$ cat src/rtl/ram_arbiter.sv
// Round-robin arbiter sharing one variable-latency single-port RAM between two requesters,
// with a SERVE stall timeout and sticky protocol/timeout error flag.
module ram_arbiter #(
  parameter int unsigned NREQ    = 2,
  parameter int unsigned TIMEOUT = 16
) (
  input  logic            CLK,
  input  logic            nRST,
  input  logic [NREQ-1:0] req_ren,
  input  logic [NREQ-1:0] req_wen,
  input  logic [31:0]     req_addr0,
  input  logic [31:0]     req_addr1,
  input  logic [31:0]     req_store0,
  input  logic [31:0]     req_store1,
  output logic [31:0]     req_load,
  output logic [NREQ-1:0] req_wait,
  output logic            ram_ren,
  output logic            ram_wen,
  output logic [31:0]     ram_addr,
  output logic [31:0]     ram_store,
  input  logic [31:0]     ram_load,
  input  logic [1:0]      ram_state,
  output logic            owner,
  output logic            err
);

  typedef enum logic {ST_IDLE, ST_SERVE} state_t;
  typedef enum logic [1:0] {
    RS_FREE   = 2'd0,
    RS_BUSY   = 2'd1,
    RS_ACCESS = 2'd2,
    RS_ERROR  = 2'd3
  } ramstate_t;

  localparam logic [7:0] TCNT_LAST = 8'(TIMEOUT - 1);

  state_t          r_state, w_state_nxt;
  logic            r_owner, w_owner_nxt;
  logic            r_last,  w_last_nxt;
  logic [7:0]      r_tcnt,  w_tcnt_nxt;
  logic            r_err,   w_err_nxt;

  ramstate_t       w_rs;
  logic [NREQ-1:0] w_active;
  logic [NREQ-1:0] w_illegal;
  logic [NREQ-1:0] w_any;

  assign w_rs      = ramstate_t'(ram_state);
  assign w_active  = req_ren ^ req_wen;
  assign w_illegal = req_ren & req_wen;
  assign w_any     = req_ren | req_wen;

  always_ff @(posedge CLK or negedge nRST) begin
    if (!nRST) begin
      r_state <= ST_IDLE;
      r_owner <= 1'b0;
      r_last  <= 1'b1;
      r_tcnt  <= '0;
      r_err   <= 1'b0;
    end else begin
      r_state <= w_state_nxt;
      r_owner <= w_owner_nxt;
      r_last  <= w_last_nxt;
      r_tcnt  <= w_tcnt_nxt;
      r_err   <= w_err_nxt;
    end
  end

  always_comb begin
    w_state_nxt = r_state;
    w_owner_nxt = r_owner;
    w_last_nxt  = r_last;
    w_tcnt_nxt  = r_tcnt;
    w_err_nxt   = r_err | (|w_illegal);
    case (r_state)
      ST_IDLE: begin
        if (|w_active) begin
          // On a tie the requester that was not served last wins
          w_owner_nxt = (&w_active) ? ~r_last : w_active[1];
          w_state_nxt = ST_SERVE;
          w_tcnt_nxt  = '0;
        end
      end
      ST_SERVE: begin
        if (w_rs == RS_ERROR) begin
          w_err_nxt = 1'b1;
        end
        if (w_rs == RS_ACCESS) begin
          w_state_nxt = ST_IDLE;
          w_last_nxt  = r_owner;
        end else if (!w_active[r_owner]) begin
          w_state_nxt = ST_IDLE;
        end else if (r_tcnt == TCNT_LAST) begin
          w_err_nxt   = 1'b1;
          w_state_nxt = ST_IDLE;
          w_last_nxt  = r_owner;
        end else begin
          w_tcnt_nxt  = r_tcnt + 8'd1;
        end
      end
      default: w_state_nxt = ST_IDLE;
    endcase
  end

  always_comb begin
    req_wait  = w_any;
    req_load  = '0;
    ram_ren   = 1'b0;
    ram_wen   = 1'b0;
    ram_addr  = '0;
    ram_store = '0;
    if (r_state == ST_SERVE) begin
      // RAM follows the owner's live inputs so mid-transfer changes pass straight through
      ram_ren   = req_ren[r_owner];
      ram_wen   = req_wen[r_owner];
      ram_addr  = r_owner ? req_addr1  : req_addr0;
      ram_store = r_owner ? req_store1 : req_store0;
      req_load  = ram_load;
      if (w_rs == RS_ACCESS && !w_illegal[r_owner]) begin
        req_wait[r_owner] = 1'b0;
      end
    end
  end

  assign owner = r_owner;
  assign err   = r_err;

endmodule

$ cat config.mk
export PLATFORM = sky130hd
export DESIGN_NAME = ram_arbiter
export DESIGN_NICKNAME = d
export VERILOG_FILES = /design/src/rtl/ram_arbiter.sv
export SDC_FILE = /design/constraint.sdc
export NUM_CORES = 1
export LEC_CHECK = 0
export ABC_AREA = 1
export CAP_MARGIN = 20
export CORE_AREA = 2 2 103 105
export CTS_BUF_LIST = sky130_fd_sc_hd__clkbuf_4 sky130_fd_sc_hd__clkbuf_8 sky130_fd_sc_hd__clkbuf_16
export DETAILED_ROUTE_END_ITERATION = 8
export DIE_AREA = 0 0 105 107
export GPL_TIMING_DRIVEN = 0
export PLACE_DENSITY_LB_ADDON = 0.05
export SYNTH_ARGS = -nofsm -noshare
export SYNTH_HDL_FRONTEND = slang
export SYNTH_SLANG_ARGS = --single-unit
$ cat constraint.sdc
create_clock -name CLK -period 1.6 [get_ports CLK]
set_clock_uncertainty 0.1 [all_clocks]
set_input_delay 0.32 -clock CLK [delete_from_list [all_inputs] [get_ports CLK]]
set_output_delay 0.32 -clock CLK [all_outputs]
set_load 0.03 [all_outputs]
# After elaboration in Yosys (flattened, before gate mapping)

Index checks and enable logic that the tools add are counted.

Register bits: 12
Input port bits: 168
Output and inout bits: 102

Add/subtract/negate cells: 1
Order comparisons: 2
Equal/unequal tests: 7
Muxes and demuxes: 38
Bitwise operators: 8
Reduce and logical (&&, ||, !) cells: 11

Operators with widths:

| cell                  | count |
|---|---|
| $mux W32              | 5 |
| $mux W8               | 4 |
| $mux W1               | 24 |
| $pmux W8 S2           | 1 |
| $add A8 B1 Y8 const B | 1 |
| $eq A8 B4 Y1 const B  | 1 |
| $ne A2 B2 Y1 const B  | 3 |
| $and A2 B2 Y2         | 2 |
| $eq A2 B2 Y1 const B  | 2 |
| $mux W2               | 2 |
| $reduce_and A2 Y1     | 2 |
| $reduce_and A4 Y1     | 1 |
| $reduce_bool A2 Y1    | 2 |
| $reduce_or A2 Y1      | 2 |
| $reduce_and A3 Y1     | 1 |
| $logic_and A1 B1 Y1   | 2 |
| $lt A1 B2 Y1 const B  | 1 |
| $ne A2 B1 Y1 const B  | 1 |
| $not A1 Y1            | 2 |
| $not A2 Y2            | 1 |
| $or A2 B2 Y2          | 1 |
| $pmux W1 S2           | 1 |
| $xor A2 B2 Y2         | 1 |
| $demux W1 S1          | 1 |
| other kinds (3)       | 3 |

# Longest topological paths before layout

Gate-level depths: netlist of the first run.

Depth in word-level cells: 8
Gate-level depth with buffers: 9
Gate-level depth less buffers: 9

# Worst setup path before layout of the first run

Ideal clock, no wire load.

Path type: flip-flop to output port
From: register r_owner (netlist: owner)
To: output port ram_addr[0]
Data arrival time: 1341 ps
Data required time: 1180 ps
Setup slack: -161 ps
Stages on the path, launching flop included: 6
Buffers on the path: 1
Cells stage by stage: dfrtp_1 nand2_1 inv_2 buf_6 nand2_1 nand2_1

Word-level cells in the longest chain between the ends: 2

RTL lines:

| item                     | RTL line | RTL |
|---|---|---|
| start: declaration       | 38       | `logic r_owner, w_owner_nxt;` |
| start signal: assignment | 62       | `r_owner <= w_owner_nxt;` |
| $mux W32                 | 116      | `ram_addr = r_owner ? req_addr1 : req_addr0;` |
| $mux W32                 | 112      | `if (r_state == ST_SERVE) begin` |
| end: declaration         | 19       | `output logic [31:0] ram_addr,` |

No other way between the ends.

# Worst setup path after layout of the first run

From: input port ram_state[1]
To: output port req_wait[1]

Word-level cells in the longest chain between the ends: 4

RTL lines:

| item                | RTL line | RTL |
|---|---|---|
| start: declaration  | 22       | `input logic [1:0] ram_state,` |
| $eq A2 B2 Y1        | 119      | `if (w_rs == RS_ACCESS && !w_illegal[r_owner]) begin` |
| $logic_and A1 B1 Y1 | 119      |  |
| $mux W2             | 119      |  |
| $mux W2             | 112      |  |
| end: declaration    | 16       | `output logic [NREQ-1:0] req_wait,` |

No other way between the ends.

==> results of run 1 <==
[final cells by class]
class / instances / area (µm²) / share of cell area, %
clock buffer: 4 / 48.8 / 0.896
multi-input combinational: 318 / 1730 / 31.8
tap: 136 / 170 / 3.12
sequential: 12 / 303 / 5.56
inverter: 46 / 181 / 3.33
timing repair buffer: 280 / 2720 / 50.0
timing repair inverter: 1 / 7.51 / 0.138
buffer: 24 / 279 / 5.12
[logic make-up (layout without fill, tap and decap cells)]
| kind of cell | after synthesis | count (layout) | synth area share (%) |
|---|---|---|---|
| buffers and inverters | 70 | 355 | 15.9 |
| XOR/XNOR | 3 | 3 | 1.29 |
| adder cells (fa/ha/maj) | 5 | 5 | 3.06 |
| AND/OR/NAND/NOR | 301 | 301 | 62.1 |
| AO/OA/AOI/OAI | 9 | 9 | 2.94 |
| flip-flops | 12 | 12 | 14.7 |
[report_power, final]
group          total [µW]  internal [µW]  switching (µW)  leakage [µW]
logic                8470           3530            4950       0.00257
registers             491            384             107      0.000152
clock network         296            192             104     0.0000262
[repair_timing]
| item | CTS | global route |
|---|---|---|
| gates cloned | 1 | 1 |
| setup endpoints to repair | 114 | 112 |
| buffers inserted | 3 | 7 |
| resized for setup | 668 | 85 |
| pin swaps | 4 | 3 |
[final timing paths]
path	start	end	slack, ps	cells past startpoint
worst max-delay path	ram_state[1]	req_wait[1]	-290	5
max in group asynchronous	nRST	owner	610	1
worst max register to register	r_state	r_tcnt[2]	70	7
min in group CLK	r_last	r_last	370	2
worst min-delay path	nRST	r_tcnt[6]	360	1
worst min register to register	r_last	r_last	370	2
[routing by layer]
layer | vias up | GRT usage [%] | routed length [µm] | part of all wire, %
met5 | - | 0 | 0 | 0
met4 | 0 | 3.14 | 197 | 1.6
met3 | 14 | 5.23 | 878 | 7.2
met2 | 153 | 37.1 | 6500 | 53
met1 | 1604 | 22.6 | 4620 | 38
li1 | 1805 | - | - | -
[flip-flops by register name (all words and copies together), names as in the netlist]
name,flops
r_last,1
owner,1
r_state,1
r_tcnt,8
err,1
[layout by cell type, fill, tap and decap left out, drive strengths merged, types with 2 or more instances in the layout]
cell	synthesis	final
clkinvlp	0	2
clkdlybuf4s50	0	163
nor2	16	16
nand2	203	203
nand3	78	78
o21bai	2	2
inv	45	45
o21ai	3	3
ha	5	5
o22ai	2	2
buf	22	130
nor3	2	2
dfrtp	11	11
xor2	2	2
clkbuf	2	10
a21oi	2	2
dlygate4sd2	0	4
[worst max-delay path, cell delays in order]
cell	delay, ps
sky130_fd_sc_hd__clkdlybuf4s50_1	520
sky130_fd_sc_hd__nand2_2	110
sky130_fd_sc_hd__nor4_1	270
sky130_fd_sc_hd__nor2_1	70
sky130_fd_sc_hd__buf_4	180
[metrics by stage]
step	hold WS [ps]	cells	setup slack, ps
final	360	821	-287
after detailed placement	362	805	-1040
after CTS	362	813	-273
after global routing	380	821	-319
after global placement	354	805	-1040
after floorplan	-75.6	400	-10.8
==> flow_summary_export.csv, run 1 <==
group,metric,value,unit
timing,tightestPinTransition,598,ps
synth,syn_avg_cell_area,5.11,µm²
floorplan,io_pins,270,
cells_and_area,final_core_utilization,54.0,%
global_routing,grt_pass1_wl,17900,µm
synth,synth.yosys.warnings,0,
pwr,powerDensity,1700,nW/µm²
timing,timing.final.setup_violations,100,
synth,ys_seq_elements,12,
floorplan,die_width,105,µm
floorplan,initial_standard_cell_utilization_of_the_core,20.3,%
floorplan,std_cell_rows,37,
synth,synthMostInstantiatedCell,"sky130_fd_sc_hd__nand2_1",
placed_design,placement.io_buffers,269,
clock_network,htree_levels,1,
synth,yosys-top-cells-count,"sky130_fd_sc_hd__nand2_1, sky130_fd_sc_hd__nand3_1, sky130_fd_sc_hd__inv_1, sky130_fd_sc_hd__nor2_1, sky130_fd_sc_hd__dfrtp_1",
synth,count_of_flip_flops_with_a_built_in_enable_after_synthesis,0,
clock_network,path_clk_slew,50,ps
global_routing,globalRouteOverflowTotal,0,
pwr,power.total,9260,µW
detailed_routing,vias_per_cell,4.36,
timing,setup_repair_after_global_routing_missed_its_margin,"true",
clock_network,cts.path.max_buffers,2,
synth,ranking_of_synthesized_cells_by_area,"sky130_fd_sc_hd__nand2_1, sky130_fd_sc_hd__nand3_1, sky130_fd_sc_hd__dfrtp_1",
global_routing,number_of_antenna_violations_at_the_first_check_in_global_routing,0,
synth,post_synthesis_sequential_area_ratio,14.7,%
outcome,failed_checks,"negative setup slack",
pwr,leakagePower,0.00275,µW
global_routing,track_usage,19.7,%
synth,syn_area,2040,µm²
timing,final_max_slew_viols,0,
timing,post-route-worst-setup-slack,-287,ps
cells_and_area,post_synthesis_to_final_layout_area_growth,166,%
timing,min_period,1890,ps
timing,min_period_over_period,118,%
global_routing,grt_start_max_net_pins,13,
timing,timing.fmax,0.530,GHz
critical_path,worstPathRequired,1180,ps
synth,synth_cells,400,
clock_network,tritoncts_buffers,3,
clock_network,cts_sinks,12,
cells_and_area,fin_nets,859,
floorplan,fp.dieArea,11200,µm²
timing,timing.final.hold_violations,0,
synth,synth_ff_type,"sky130_fd_sc_hd__dfrtp_1",
run,drv_cap,0,
detailed_routing,iteration_count_of_the_initial_detailed_routing_pass,4,
cells_and_area,ant_diodes,0,
critical_path,worst-endpoint-arrival,1470,ps
detailed_routing,drtAntennaViolNets,0,
outcome,outcome,"finished with violations",
clock_network,ctsRootBufferMaster,"sky130_fd_sc_hd__clkbuf_8",
min_path,worst_hold_path_type,"input pin to asynchronous set/reset pin",
synth,synthDistinctLibCells,28,
detailed_routing,detailed_route_via_count,3576,
timing,fin_setup_tns,-20770,ps
synth,post-synth-top-area-fraction,36.9,%
cells_and_area,layout-drive-gt1-share,35.5,%
floorplan,placeableCoreArea,10100,µm²
placed_design,dp_hpwl,10100,µm
critical_path,setup.worst_path.class,"input pin to primary output",
clock_network,postCtsHoldBufs,0,
critical_path,worstSetupEndpointType,"primary output",
critical_path,timing.critical_path.from_type,"input pin",
placed_design,area_after_dpl,5060,µm²
placed_design,gp_routability_congestion,0.802,
cells_and_area,stdcell_area,5450,µm²
detailed_routing,drt-total-wl,12200,µm
detailed_routing,route.detailed.wl_per_inst,14.9,µm
cells_and_area,fillerInstances,1021,
pwr,maximum_vdd_drop,0.711,mV
floorplan,die_height,107,µm
global_routing,first_global_vias,3244,
critical_path,worstPathMaxFanout,4,
synth,async_reset_ff_share,100,%
detailed_routing,drt_drc_violations_left,0,
synth,synthesis.nets,573,
clock_network,worstSkewPairLatency,240,ps
detailed_routing,detailedRoute.firstIterationViolations,167,
timing,slew_headroom,60.0,%
synth,synthDominantAreaCellType,"sky130_fd_sc_hd__nand2_1",
clock_network,tritoncts,"done",
Power figures use the tool's default switching activity.
==> run 2: changes to the inputs <==
--- a/config.mk
+++ b/config.mk
@@ -7,10 +7,10 @@
 export LEC_CHECK = 0
 export ABC_AREA = 1
 export CAP_MARGIN = 20
-export CORE_AREA = 2 2 103 105
+export CORE_AREA = 3 3 104 106
 export CTS_BUF_LIST = sky130_fd_sc_hd__clkbuf_4 sky130_fd_sc_hd__clkbuf_8 sky130_fd_sc_hd__clkbuf_16
 export DETAILED_ROUTE_END_ITERATION = 8
-export DIE_AREA = 0 0 105 107
+export DIE_AREA = 0 0 107 109
 export GPL_TIMING_DRIVEN = 0
 export PLACE_DENSITY_LB_ADDON = 0.05
 export SYNTH_ARGS = -nofsm -noshare
==> run 2 against run 1 <==
  * The flow still finishes with violations (negative setup slack)
  * Setup slack about the same
  * Highest routed layer unchanged
  * Flip-flop and latch count unchanged
  * Critical endpoint is now req_wait[0]
  * Sequential share of layout area down 0.17 points
  * Global-route usage is 0.20 points higher
  * First-iteration DRC count increased by 27%
  * Hold slack worse by 24 ps
  * Wire length grew 7.2%
  * Count of clock-buffer cells in the layout stayed put
  * Maximum frequency hardly changed
  * Register-to-register slack improved by 40 ps
  * Largest power group unchanged
  * Critical path depth increased by 1
  * Clock power grew 2%
==> flow_summary_export.csv, run 2 (synthesis gave the netlist of run 1 again) <==
group,metric,value,unit
cells_and_area,top_register,"r_tcnt",
timing,setup_repair_after_global_routing_missed_its_margin,"true",
pwr,power.switching,5350,µW
clock_network,ctsRootBufferMaster,"sky130_fd_sc_hd__clkbuf_8",
timing,final_max_slew_viols,0,
global_routing,globalRouteOverflowTotal,0,
clock_network,cts.path.max_buffers,2,
run,drv_cap,0,
placed_design,gp_routability_congestion,0.806,
timing,min_period_over_period,118,%
detailed_routing,detailed_route_via_count,3606,
clock_network,tritoncts_buffers,3,
floorplan,initial_standard_cell_utilization_of_the_core,20.7,%
clock_network,cts_sinks,12,
critical_path,worstSetupEndpointType,"primary output",
detailed_routing,route.detailed.wl_per_inst,15.8,µm
detailed_routing,vias_per_cell,4.35,
cells_and_area,mostFrequentLayoutCell,"sky130_fd_sc_hd__clkdlybuf4s50_1",
timing,post-route-worst-setup-slack,-288,ps
detailed_routing,drt-total-wl,13100,µm
cells_and_area,fin_nets,870,
detailed_routing,drtAntennaViolNets,0,
cells_and_area,final_cell_mix,"sky130_fd_sc_hd__clkdlybuf4s50_1, sky130_fd_sc_hd__nand2_1, sky130_fd_sc_hd__nand2_2, sky130_fd_sc_hd__nand3_1, sky130_fd_sc_hd__buf_4",
pwr,internal_power,4310,µW
clock_network,tritoncts,"done",
critical_path,timing.critical_path.slowest_cell_delay,460,ps
cells_and_area,largest_register_ffs,8,
pwr,combinational_group_share_of_total_power,91.7,%
timing,timing.fmax,0.530,GHz
critical_path,worst-endpoint-arrival,1470,ps
pwr,leakagePower,0.00282,µW
critical_path,worstPathMaxFanout,4,
pwr,clkPwrFrac,3.1,%
floorplan,fp.dieArea,11700,µm²
floorplan,std_cell_rows,36,
pwr,power.total,9660,µW
global_routing,number_of_antenna_violations_at_the_first_check_in_global_routing,0,
floorplan,placeableCoreArea,9860,µm²
timing,slew_headroom,62.7,%
clock_network,worstSkewPairLatency,240,ps
cells_and_area,final_cells,829,
clock_network,htree_levels,1,
critical_path,crit_chain,"buf_4 > nor2_4 > nor3_1 > or2_2 > inv_2 > buf_6",
cells_and_area,layout-drive-gt1-share,42.7,%
floorplan,die_height,109,µm
critical_path,worstPathRequired,1180,ps
detailed_routing,detailedRoute.firstIterationViolations,212,
timing,min_period,1890,ps
placed_design,place.detailed.instances,802,
cells_and_area,post_synthesis_to_final_layout_area_growth,176,%
critical_path,timing.critical_path.from_type,"register",
critical_path,r2r.worst_path.cells,8,
placed_design,dp_hpwl,10400,µm
floorplan,io_pins,270,
pwr,maximum_vdd_drop,0.769,mV
pwr,power.switching_fraction,55.4,%
global_routing,first_global_vias,3407,
pwr,p_seq_share,5.2,%
timing,timing.final.hold_violations,0,
timing,tightestPinTransition,557,ps
outcome,failed_checks,"negative setup slack",
cells_and_area,final_core_utilization,57.2,%
critical_path,critical-path-slowest-cell,"sky130_fd_sc_hd__dfrtp_2",
global_routing,grt_start_max_net_pins,13,
floorplan,die_width,107,µm
placed_design,placement.io_buffers,269,
cells_and_area,ant_diodes,0,
critical_path,setup.worst_path.class,"register to primary output",
global_routing,track_usage,19.9,%
pwr,powerDensity,1710,nW/µm²
outcome,outcome,"finished with violations",
global_routing,grt_pass1_wl,18600,µm
detailed_routing,drt_drc_violations_left,0,
clock_network,path_clk_slew,50,ps
timing,timing.final.setup_violations,100,
min_path,worst_hold_path_type,"input pin to asynchronous set/reset pin",
detailed_routing,iteration_count_of_the_initial_detailed_routing_pass,4,
run 2: cell types whose count changed in the layout (fill, tap and decap cells not counted), sizes merged:
cell,delta
clkdlybuf4s50,-1
buf,+8
nand2,+1
dlygate4sd2,+1
o21ai,+1
clkbuf,+1
run 2: power groups by stage:
stage	Combinational [µW]	Sequential (µW)	Clock, µW
after detailed placement	7550	473	0
after global placement	7520	474	0
after CTS	8400	485	308
final	8860	498	302
after floorplan	4440	479	0
after global routing	9430	506	331
run 2: final cells by class:
type / instances / area, µm²
fillers: 943 / 4220
clock buffers: 4 / 48.8
flip-flops and latches: 12 / 304
plain buffers: 24 / 277
well taps: 133 / 166
multi-input cells: 320 / 1830
repair buffers: 289 / 2830
inverters: 46 / 179
repair inverters: 1 / 7.51
run 2: per-stage QoR:
step	hold slack (ps)	setup slack, ps	area [µm²]	setup TNS (ps)
global placement	351	-1020	5050	-75390
finish	336	-288	5650	-22590
global route	384	-357	5650	-29370
CTS	365	-292	5390	-23400
detailed placement	358	-1010	5050	-74970
floorplan	-75.6	-10.8	2200	-629
run 2: path summary, 6_finish.rpt:
| path | startpoint | to | slack [ps] |
|---|---|---|---|
| setup / recovery | owner | req_wait[0] | -290 |
| setup reg to reg | r_tcnt[0] | r_tcnt[2] | 110 |
| min in group CLK | ram_state[1] | err | 350 |
| max in group asynchronous | nRST | owner | 660 |
| hold / removal | nRST | r_tcnt[5] | 340 |
| hold reg to reg | r_last | r_last | 360 |
run 2: what timing repair did:
action,4_1_cts,5_1_grt
endpoints found under the setup margin,114,111
pin swaps,16,5
gates cloned,7,3
hold buffers,0,0
gates resized for setup,733,73
setup buffers,11,2
run 2: critical path, delay by kind of cell (launching register included):
family                 cells  cell delay, ps
flip-flops                 1             460
AND/OR/NAND/NOR            3             420
buffers and inverters      3             340
run 2: metal layers:
layer | vias to the layer above | global-route usage, % | share of wire, %
met4 | 0 | 2.92 | 1.6
met5 | - | 0 | 0
met1 | 1604 | 22.2 | 36
met3 | 14 | 5.45 | 8.1
li1 | 1830 | - | -
met2 | 158 | 38.3 | 54
